**config.mk**
```make
export PLATFORM = sky130hd
export DESIGN_NAME = seq_mul_signed
export DESIGN_NICKNAME = d
export VERILOG_FILES = /design/src/rtl/seq_mul_pkg.sv /design/src/rtl/seq_mul_datapath.sv /design/src/rtl/seq_mul_signed.sv
export SDC_FILE = /design/constraint.sdc
export NUM_CORES = 1
export LEC_CHECK = 0
export ABC_AREA = 1
export CORE_MARGIN = 1
export CORE_UTILIZATION = 38
export DETAILED_ROUTE_END_ITERATION = 7
export PLACE_DENSITY_LB_ADDON = 0.25
export SLEW_MARGIN = 15
export SYNTH_ARGS = -nofsm -noshare
export SYNTH_HDL_FRONTEND = slang
export SYNTH_SLANG_ARGS = --single-unit
```
**constraint.sdc**
```tcl
create_clock -name clk -period 5.6 [get_ports clk]
set_input_delay 1.68 -clock clk [delete_from_list [all_inputs] [get_ports clk]]
set_output_delay 1.68 -clock clk [all_outputs]
set_load 0.02 [all_outputs]
```
**src/rtl/seq_mul_pkg.sv**
```systemverilog
`default_nettype none
// +----------------------------------------------------------------------+
// | Module   : seq_mul_pkg                                               |
// | Purpose  : FSM encoding and sizing helpers for seq_mul_signed        |
// | Revision : 1.0                                                       |
// +----------------------------------------------------------------------+
package seq_mul_pkg;

    localparam logic [1:0] ST_IDLE = 2'd0;
    localparam logic [1:0] ST_CALC = 2'd1;
    localparam logic [1:0] ST_NEG  = 2'd2;
    localparam logic [1:0] ST_DONE = 2'd3;

    typedef enum logic [1:0] {
        S_IDLE = ST_IDLE,
        S_CALC = ST_CALC,
        S_NEG  = ST_NEG,
        S_DONE = ST_DONE
    } state_t;

    function automatic int cnt_width(input int n);
        return $clog2(n);
    endfunction

endpackage
`default_nettype wire

```
**src/rtl/seq_mul_datapath.sv**
```systemverilog
`default_nettype none
// +----------------------------------------------------------------------+
// | Module   : seq_mul_datapath                                          |
// | Purpose  : operand magnitude capture, shift-add accumulate, negate   |
// | Revision : 1.0                                                       |
// +----------------------------------------------------------------------+
module seq_mul_datapath
    import seq_mul_pkg::*;
#(
    parameter int N = 8
) (
    input  logic           clk,
    input  logic           rst,
    input  logic           load,
    input  logic           step,
    input  logic           negate,
    input  logic           signed_mode,
    input  logic [N-1:0]   a,
    input  logic [N-1:0]   b,
    output logic           mplier_rest_zero,
    output logic           neg,
    output logic [2*N-1:0] acc_next
);

    logic [2*N-1:0] mcand_q, mcand_d;
    logic [N-1:0]   mplier_q, mplier_d;
    logic [2*N-1:0] acc_q, acc_d;
    logic           neg_q, neg_d;
    logic [N-1:0]   w_a_abs, w_b_abs;

    // Negating the most negative value wraps to 2^(N-1), which is exact as unsigned.
    assign w_a_abs = (signed_mode && a[N-1]) ? -a : a;
    assign w_b_abs = (signed_mode && b[N-1]) ? -b : b;

    always_comb begin
        mcand_d  = mcand_q;
        mplier_d = mplier_q;
        acc_d    = acc_q;
        neg_d    = neg_q;
        if (load) begin
            mcand_d  = {{N{1'b0}}, w_a_abs};
            mplier_d = w_b_abs;
            acc_d    = '0;
            neg_d    = signed_mode & (a[N-1] ^ b[N-1]);
        end else if (step) begin
            acc_d    = acc_q + (mplier_q[0] ? mcand_q : '0);
            mcand_d  = mcand_q << 1;
            mplier_d = mplier_q >> 1;
        end else if (negate) begin
            acc_d    = -acc_q;
        end
    end

    always_ff @(posedge clk or negedge rst) begin
        if (!rst) begin
            mcand_q  <= '0;
            mplier_q <= '0;
            acc_q    <= '0;
            neg_q    <= 1'b0;
        end else begin
            mcand_q  <= mcand_d;
            mplier_q <= mplier_d;
            acc_q    <= acc_d;
            neg_q    <= neg_d;
        end
    end

    assign mplier_rest_zero = (mplier_q[N-1:1] == '0);
    assign neg              = neg_q;
    assign acc_next         = acc_d;

endmodule
`default_nettype wire

```
**src/rtl/seq_mul_signed.sv**
```systemverilog
`default_nettype none
// +----------------------------------------------------------------------+
// | Module   : seq_mul_signed                                            |
// | Purpose  : signed/unsigned shift-add sequential multiplier           |
// | Revision : 1.0                                                       |
// +----------------------------------------------------------------------+
module seq_mul_signed
    import seq_mul_pkg::*;
#(
    parameter int N          = 8,
    parameter int EARLY_TERM = 1
) (
    input  logic           clk,
    input  logic           rst,
    input  logic           start,
    input  logic           signed_mode,
    input  logic [N-1:0]   A,
    input  logic [N-1:0]   B,
    output logic           ready,
    output logic           done,
    output logic [2*N-1:0] product
);

    localparam int             CNT_W      = cnt_width(N);
    localparam logic [CNT_W-1:0] C_CNT_LAST = CNT_W'(N - 1);

    state_t           state_q, state_d;
    logic [CNT_W-1:0] cnt_q, cnt_d;
    logic [2*N-1:0]   product_q, product_d;
    logic             w_load, w_step, w_negate;
    logic             w_rest_zero, w_neg;
    logic [2*N-1:0]   w_acc_next;

    seq_mul_datapath #(
        .N (N)
    ) u_datapath (
        .clk              (clk),
        .rst              (rst),
        .load             (w_load),
        .step             (w_step),
        .negate           (w_negate),
        .signed_mode      (signed_mode),
        .a                (A),
        .b                (B),
        .mplier_rest_zero (w_rest_zero),
        .neg              (w_neg),
        .acc_next         (w_acc_next)
    );

    always_comb begin
        state_d   = state_q;
        cnt_d     = cnt_q;
        product_d = product_q;
        w_load    = 1'b0;
        w_step    = 1'b0;
        w_negate  = 1'b0;
        case (state_q)
            S_IDLE: begin
                if (start) begin
                    w_load  = 1'b1;
                    cnt_d   = '0;
                    state_d = S_CALC;
                end
            end
            S_CALC: begin
                w_step = 1'b1;
                cnt_d  = cnt_q + CNT_W'(1);
                // Exit test looks at the multiplier before this cycle's shift.
                if ((cnt_q == C_CNT_LAST) || ((EARLY_TERM != 0) && w_rest_zero)) begin
                    if (w_neg) begin
                        state_d = S_NEG;
                    end else begin
                        state_d   = S_DONE;
                        product_d = w_acc_next;
                    end
                end
            end
            S_NEG: begin
                w_negate  = 1'b1;
                state_d   = S_DONE;
                product_d = w_acc_next;
            end
            S_DONE: begin
                state_d = S_IDLE;
            end
            default: begin
                state_d = S_IDLE;
            end
        endcase
    end

    always_ff @(posedge clk or negedge rst) begin
        if (!rst) begin
            state_q   <= S_IDLE;
            cnt_q     <= '0;
            product_q <= '0;
        end else begin
            state_q   <= state_d;
            cnt_q     <= cnt_d;
            product_q <= product_d;
        end
    end

    assign ready   = (state_q == S_IDLE);
    assign done    = (state_q == S_DONE);
    assign product = product_q;

endmodule
`default_nettype wire

```
==> reports/qor.csv, run 1 <==
metric;value;unit
fin crit period;3.45;ns
Max stage delay on crit path;0.64;ns
CP required;3.92;ns
CP max-delay cell;clkdlybuf4s50_1;
Die X;110;µm
WL/cell;13.5;µm
TritonCTS clock tree;done;
antenna diode count;0;
power per cell area;639;mW/mm²
Buf+Inv Stages, Crit Path;2;
filler instances;1190;
part of the Yosys area used for sequential elements;34.9;%
total power;0.00332;W
net count after synthesis;709;
dpl hpwl;8390;µm
startpoint types;flop;
post-synthesis cell type count;34;
DR iter-0 viols;254;
syn avg cell area;6.69;µm²
hold buffer count at cts;0;
fin worst setup slack;2.15;ns
global route overflow;0;
Max Slew Vio Count;0;
Crit. Startpoint;state_q[1];
vias;4229;
overall die height;110;µm
reg2reg start;state_q[1];
clock slew at reported path FFs;0.05;ns
Cells after Synth;664;
internal reg-to-reg setup slack;2.83;ns
clock root cell;clkbuf_16;
GRT Util Overall;20.9;%
vias in the first global route;4077;
Worst-Margin Slew;0.823;ns
peak fanout along the critical path;5;
Most used DFF post-synth;dfrtp_1;
CTS buffer count;9;
Max IR drop VDD;0.277;mV
register area;0.00155;mm²
io pins;38;
post-CTS sizing;0;
Std-Cell Rows;39;
crit path cell chain;inv_1 -> ha_1 -> clkdlybuf4s50_1;
first-pass GRT wire length;19300;µm
global placement routability congestion;0.903;
worst slack at placement;1.95;ns
hold depth;2;
P_leak;2.79;nW
Crit Path Class;flop to output pin;
final hold violation count;0;
TritonRoute pass-1 iters;5;
RR Endpoint;product[5];
fin nets;740;
Initial Util;38.9;%
Hold Crit Class;flop to flop;
fin crit share;61.5;%
CORE AREA;0.0114;mm²
post-layout util;45.5;%
Crit path max-delay family;buffers and inverters;
antenna viol nets, final;0;
full die area;0.0121;mm²
R2R depth;9;
IO buf count;37;
DRC Markers;0;
Final TNS setup;0;ns
Slew headroom;45.1;%
number of synthesized flops with an enable pin;0;
H-tree depth;3;
share of cells above drive strength 1;4.43;%
Syn. warnings;0;
Post-synth ARST share;100;%
area leader, netlist;dfrtp_1;
Layout area overhead;16.9;%
worst skew pair latency;0.34;ns
flops & latches, synth;62;
Vias/cell;5.02;
Post-CTS Setup Bufs;0;
area share of the largest cell type after synthesis;34.9;%
RSZ-0062 raised after global routing;false;
most common cell in the netlist;nand2_1;
initial antenna violation count;0;
routed wire length;11400;µm
Area contributors post-synth;dfrtp_1 (35%), nand2_1 (16%), inv_1 (8.8%), nand3_1 (8.0%), ha_1 (6.8%);
status;finished, final reports clean;
crit path capture type;output pin;
clk sink count;62;
Clock Skews;0.00645;ns
worst hold path startpoint;product[0];
area occupied by multi-input gates;0.00237;mm²
largest net degree at the start of global routing;63;
Synth Cell Area;0.00444;mm²
maximum clock rate;290;MHz
Critical Path AT;1.77;ns
maxcap violations;0;
Final Setup Violations;0;
CTS Buffer Depth;2;
top cells by instance count after synthesis;nand2_1 (194), inv_1 (104), nand3_1 (71);
Worst Hold Path EP;product[0];
## power breakdown
| part | switching, W | internal (W) |
|---|---|---|
| Sequential | 0.000182 | 0.000682 |
| Clock | 0.000201 | 0.000332 |
| Combinational | 0.00123 | 0.000694 |
## worst reg2reg max path, stage by stage, from the launching register on
cell	delay, ns
dfrtp_1	0.39
inv_1	0.09
ha_1	0.18
buf_4	0.26
inv_2	0.56
or2_0	0.22
o21a_1	0.46
clkinv_4	0.28
nand2_1	0.12
o21ai_0	0.08
## routing by layer
layer	global-route usage, %	vias to the layer above	part of all wire [%]
met5	0	-	0
met4	7.89	0	1.7
met3	4.12	15	3.2
met2	36.2	62	49
met1	25.7	1989	46
li1	-	2163	-
## metrics by stage
stage	instances	instance area (µm²)	hold slack, ns
after floorplan	664	4440	0.446
after global placement	827	4910	0.458
after detailed placement	827	4910	0.462
after CTS	843	5190	0.473
after global routing	843	5190	0.489
final	843	5190	0.470
## placed cells by master (no fill, tap or decap), types with 4 or more instances in the layout
master / instances
buf_4: 4
o21ai_0: 54
nand3_1: 71
ha_1: 24
clkbuf_16: 9
nand4_1: 8
clkdlybuf4s50_1: 36
xor2_1: 11
clkinv_2: 4
dfrtp_1: 62
nor2_1: 54
inv_1: 104
nand2_1: 194
a21oi_1: 19
xnor2_1: 4
o21ai_1: 5
or2_2: 4
## how the worst max path moves through the flow
stage,to,slack [ns],depth (start not counted)
after CTS,ready,2.14,3
after global placement,u_datapath.mcand_q[3],2.01,7
after floorplan,u_datapath.mcand_q[6],3.01,8
final,ready,2.15,3
after detailed placement,u_datapath.mcand_q[8],1.95,7
after global routing,u_datapath.mcand_q[2],2.04,7
## cell type report
type	count	share of cell area [%]
inverters	107	7.83
clock buffers	12	5.13
repair buffers	41	7.61
flip-flops and latches	62	29.9
well taps	143	3.44
multi-input cells	474	45.7
clock inverters	4	0.385
## logic make-up after synthesis
family | share of synthesized area, %
AO/OA/AOI/OAI | 11.3
buffers and inverters | 11.7
adder cells (fa/ha/maj) | 7.21
XOR/XNOR | 2.96
AND/OR/NAND/NOR | 32.0
flip-flops | 34.9
## sequential cells by signal (all words and copies together) (netlist names)
| register | cells |
|---|---|
| cnt_q | 3 |
| product | 16 |
| state_q | 2 |
| u_datapath.acc_q | 16 |
| u_datapath.mcand_q | 16 |
| u_datapath.mplier_q | 8 |
| u_datapath.neg | 1 |
Note: power is estimated with default switching activity, not from simulation.
==> run 2: changes to the inputs <==
==> constraint.sdc (replaced) <==
create_clock -name clk -period 3 [get_ports clk]
set_input_delay 0.9 -clock clk [delete_from_list [all_inputs] [get_ports clk]]
set_output_delay 0.9 -clock clk [all_outputs]
set_load 0.02 [all_outputs]
==> run 2 against run 1 <==
Worst setup slack got worse by 1.8 ns. Global-route usage hardly changed. Largest cell class unchanged. Clock-buffer cell count is 2 lower. Sequential share of layout area is 0.49 points lower. Clock power is 110% higher. Sequential power is 86% higher. Critical path depth is the same. Register-to-register slack got worse by 2.2 ns. Hold slack better by 0.0076 ns. Via count is 1.5% higher. Clock skew decreased by 0.0014 ns. Flip-flop and latch count unchanged. Largest power group unchanged.
==> reports/qor.csv, run 2 (same netlist as run 1, synthesis figures left out) <==
metric;value;unit;change
antenna viol nets, final;0;;unchanged
CORE AREA;0.0114;mm²;unchanged
Std-Cell Rows;39;;unchanged
first-pass GRT wire length;19400;µm;+0.47%
crit path capture type;output pin;;
P_leak;2.82;nW;+1.4%
TritonRoute pass-1 iters;5;;unchanged
dpl hpwl;8610;µm;+2.6%
WL/cell;13.5;µm;-0.35%
hold buffer count at cts;0;;unchanged
Final TNS setup;0;ns;unchanged
clock slew at reported path FFs;0.05;ns;about the same
fin crit period;2.65;ns;
Initial Util;38.9;%;unchanged
Final Setup Violations;0;;unchanged
initial antenna violation count;0;;unchanged
share of cells above drive strength 1;5.10;%;+0.67 points
internal power;0.00334;W;+95%
Clock Power Share;17.4;%;+1.4 points
Worst-Margin Slew;0.743;ns;-0.0800 ns
peak fanout along the critical path;5;;unchanged
Die X;110;µm;unchanged
full die area;0.0121;mm²;unchanged
Switching Power;0.00306;W;+90%
DRC Markers;0;;unchanged
most frequent cells in the layout;nand2_1 (194), inv_1 (104), nand3_1 (71);;
Crit Path Class;flop to output pin;;
post-CTS sizing;0;;unchanged
vias in the first global route;4190;;+2.8%
Sequential Power Share;25.2;%;-0.8 points
routed wire length;11400;µm;+0.36%
power per cell area;1210;mW/mm²;+90%
CTS buffer count;9;;unchanged
Critical Path AT;1.75;ns;-0.02 ns
maximum clock rate;377;MHz;
overall die height;110;µm;unchanged
Sw Share;47.9;%;-0.70 points
antenna diode count;0;;unchanged
io pins;38;;unchanged
global route overflow;0;;unchanged
Vias/cell;5.05;;+0.75%
maxcap violations;0;;unchanged
Hold Crit Class;flop to flop;;
Clock Skews;0.00509;ns;-0.00137 ns
RSZ-0062 raised after global routing;false;;
TritonCTS clock tree;done;;
IO buf count;37;;unchanged
CTS Buffer Depth;2;;unchanged
filler instances;1149;;-3.4%
clock root cell;clkbuf_16;;
clk sink count;62;;unchanged
startpoint types;flop;;
GRT Util Overall;20.9;%;-0.032 points
largest net degree at the start of global routing;38;;-40%
most common cell after layout, fill and taps aside;nand2_1;;
Gate power share;57.5;%;-0.4 points
fin crit share;88.5;%;
CP required;2.10;ns;-1.82 ns
final hold violation count;0;;unchanged
DR iter-0 viols;230;;-9.4%
worst skew pair latency;0.34;ns;about the same
Layout area overhead;18.8;%;
Slew headroom;50.4;%;+5.3 points
H-tree depth;3;;unchanged
Post-CTS Setup Bufs;0;;unchanged
vias;4291;;+1.5%
total power;0.00640;W;+93%
status;finished, final reports clean;;
global placement routability congestion;0.908;;+0.63%
fin nets;746;;+0.81%
Max IR drop VDD;0.633;mV;+130%
Max Slew Vio Count;0;;unchanged
==> run 2: path summary, 6_finish.rpt <==
kind / start / endpoint / slack (ns) / cells after the start
worst max-delay path: state_q[0] / ready / 0.35 / 3
worst min-delay path: product[15] / product[15] / 0.48 / 2
worst max register to register: u_datapath.mplier_q[0] / product[4] / 0.68 / 13
worst min register to register: product[15] / product[15] / 0.48 / 2
max in group asynchronous: rst / u_datapath.acc_q[15] / 1.74 / 2
min in group asynchronous: rst / u_datapath.acc_q[4] / 0.63 / 1
==> run 2: through the flow <==
stage	instances	setup WS [ns]	cell area, µm²	util (%)	hold WS [ns]
6_report	849	0.346	5280	46.2	0.478
5_1_grt	849	0.284	5280	46.2	0.494
4_1_cts	849	0.331	5280	46.2	0.481
3_5_place_dp	833	0.617	4960	43.5	0.467
3_3_place_gp	833	0.634	4960	43.5	0.460
2_1_floorplan	664	0.600	4440	-	0.446
==> run 2: critical path, stage by stage, from the launching register on <==
cell and delay [ns]:
dfrtp_1 0.41, inv_1 0.11, ha_1 0.26, clkdlybuf4s50_1 0.64
==> run 2: layer usage <==
metal	GRT usage [%]	up-vias	part of all wire [%]
met4	7.71	0	1.9
met1	25.6	1991	46
met5	0	-	0
met2	36.3	100	48
met3	4.06	17	4.1
li1	-	2183	-
==> run 2: cell type report <==
class | count | area (µm²) | share of cell area, %
Tap cell | 143 | 179 | 3.39
Multi-Input combinational cell | 474 | 2370 | 45.0
Clock buffer | 10 | 229 | 4.34
Sequential cell | 62 | 1550 | 29.4
Clock inverter | 6 | 86.3 | 1.64
Timing Repair Buffer | 47 | 453 | 8.58
Inverter | 107 | 407 | 7.70
==> run 2: power by group through the flow <==
stage | sequential (W) | clock (W) | combinational, W
floorplan | 0.00162 | 0 | 0.00264
global placement | 0.00161 | 0 | 0.00357
detailed placement | 0.00162 | 0 | 0.00365
CTS | 0.00161 | 0.00113 | 0.00368
global route | 0.00167 | 0.00116 | 0.00419
finish | 0.00161 | 0.00111 | 0.00368
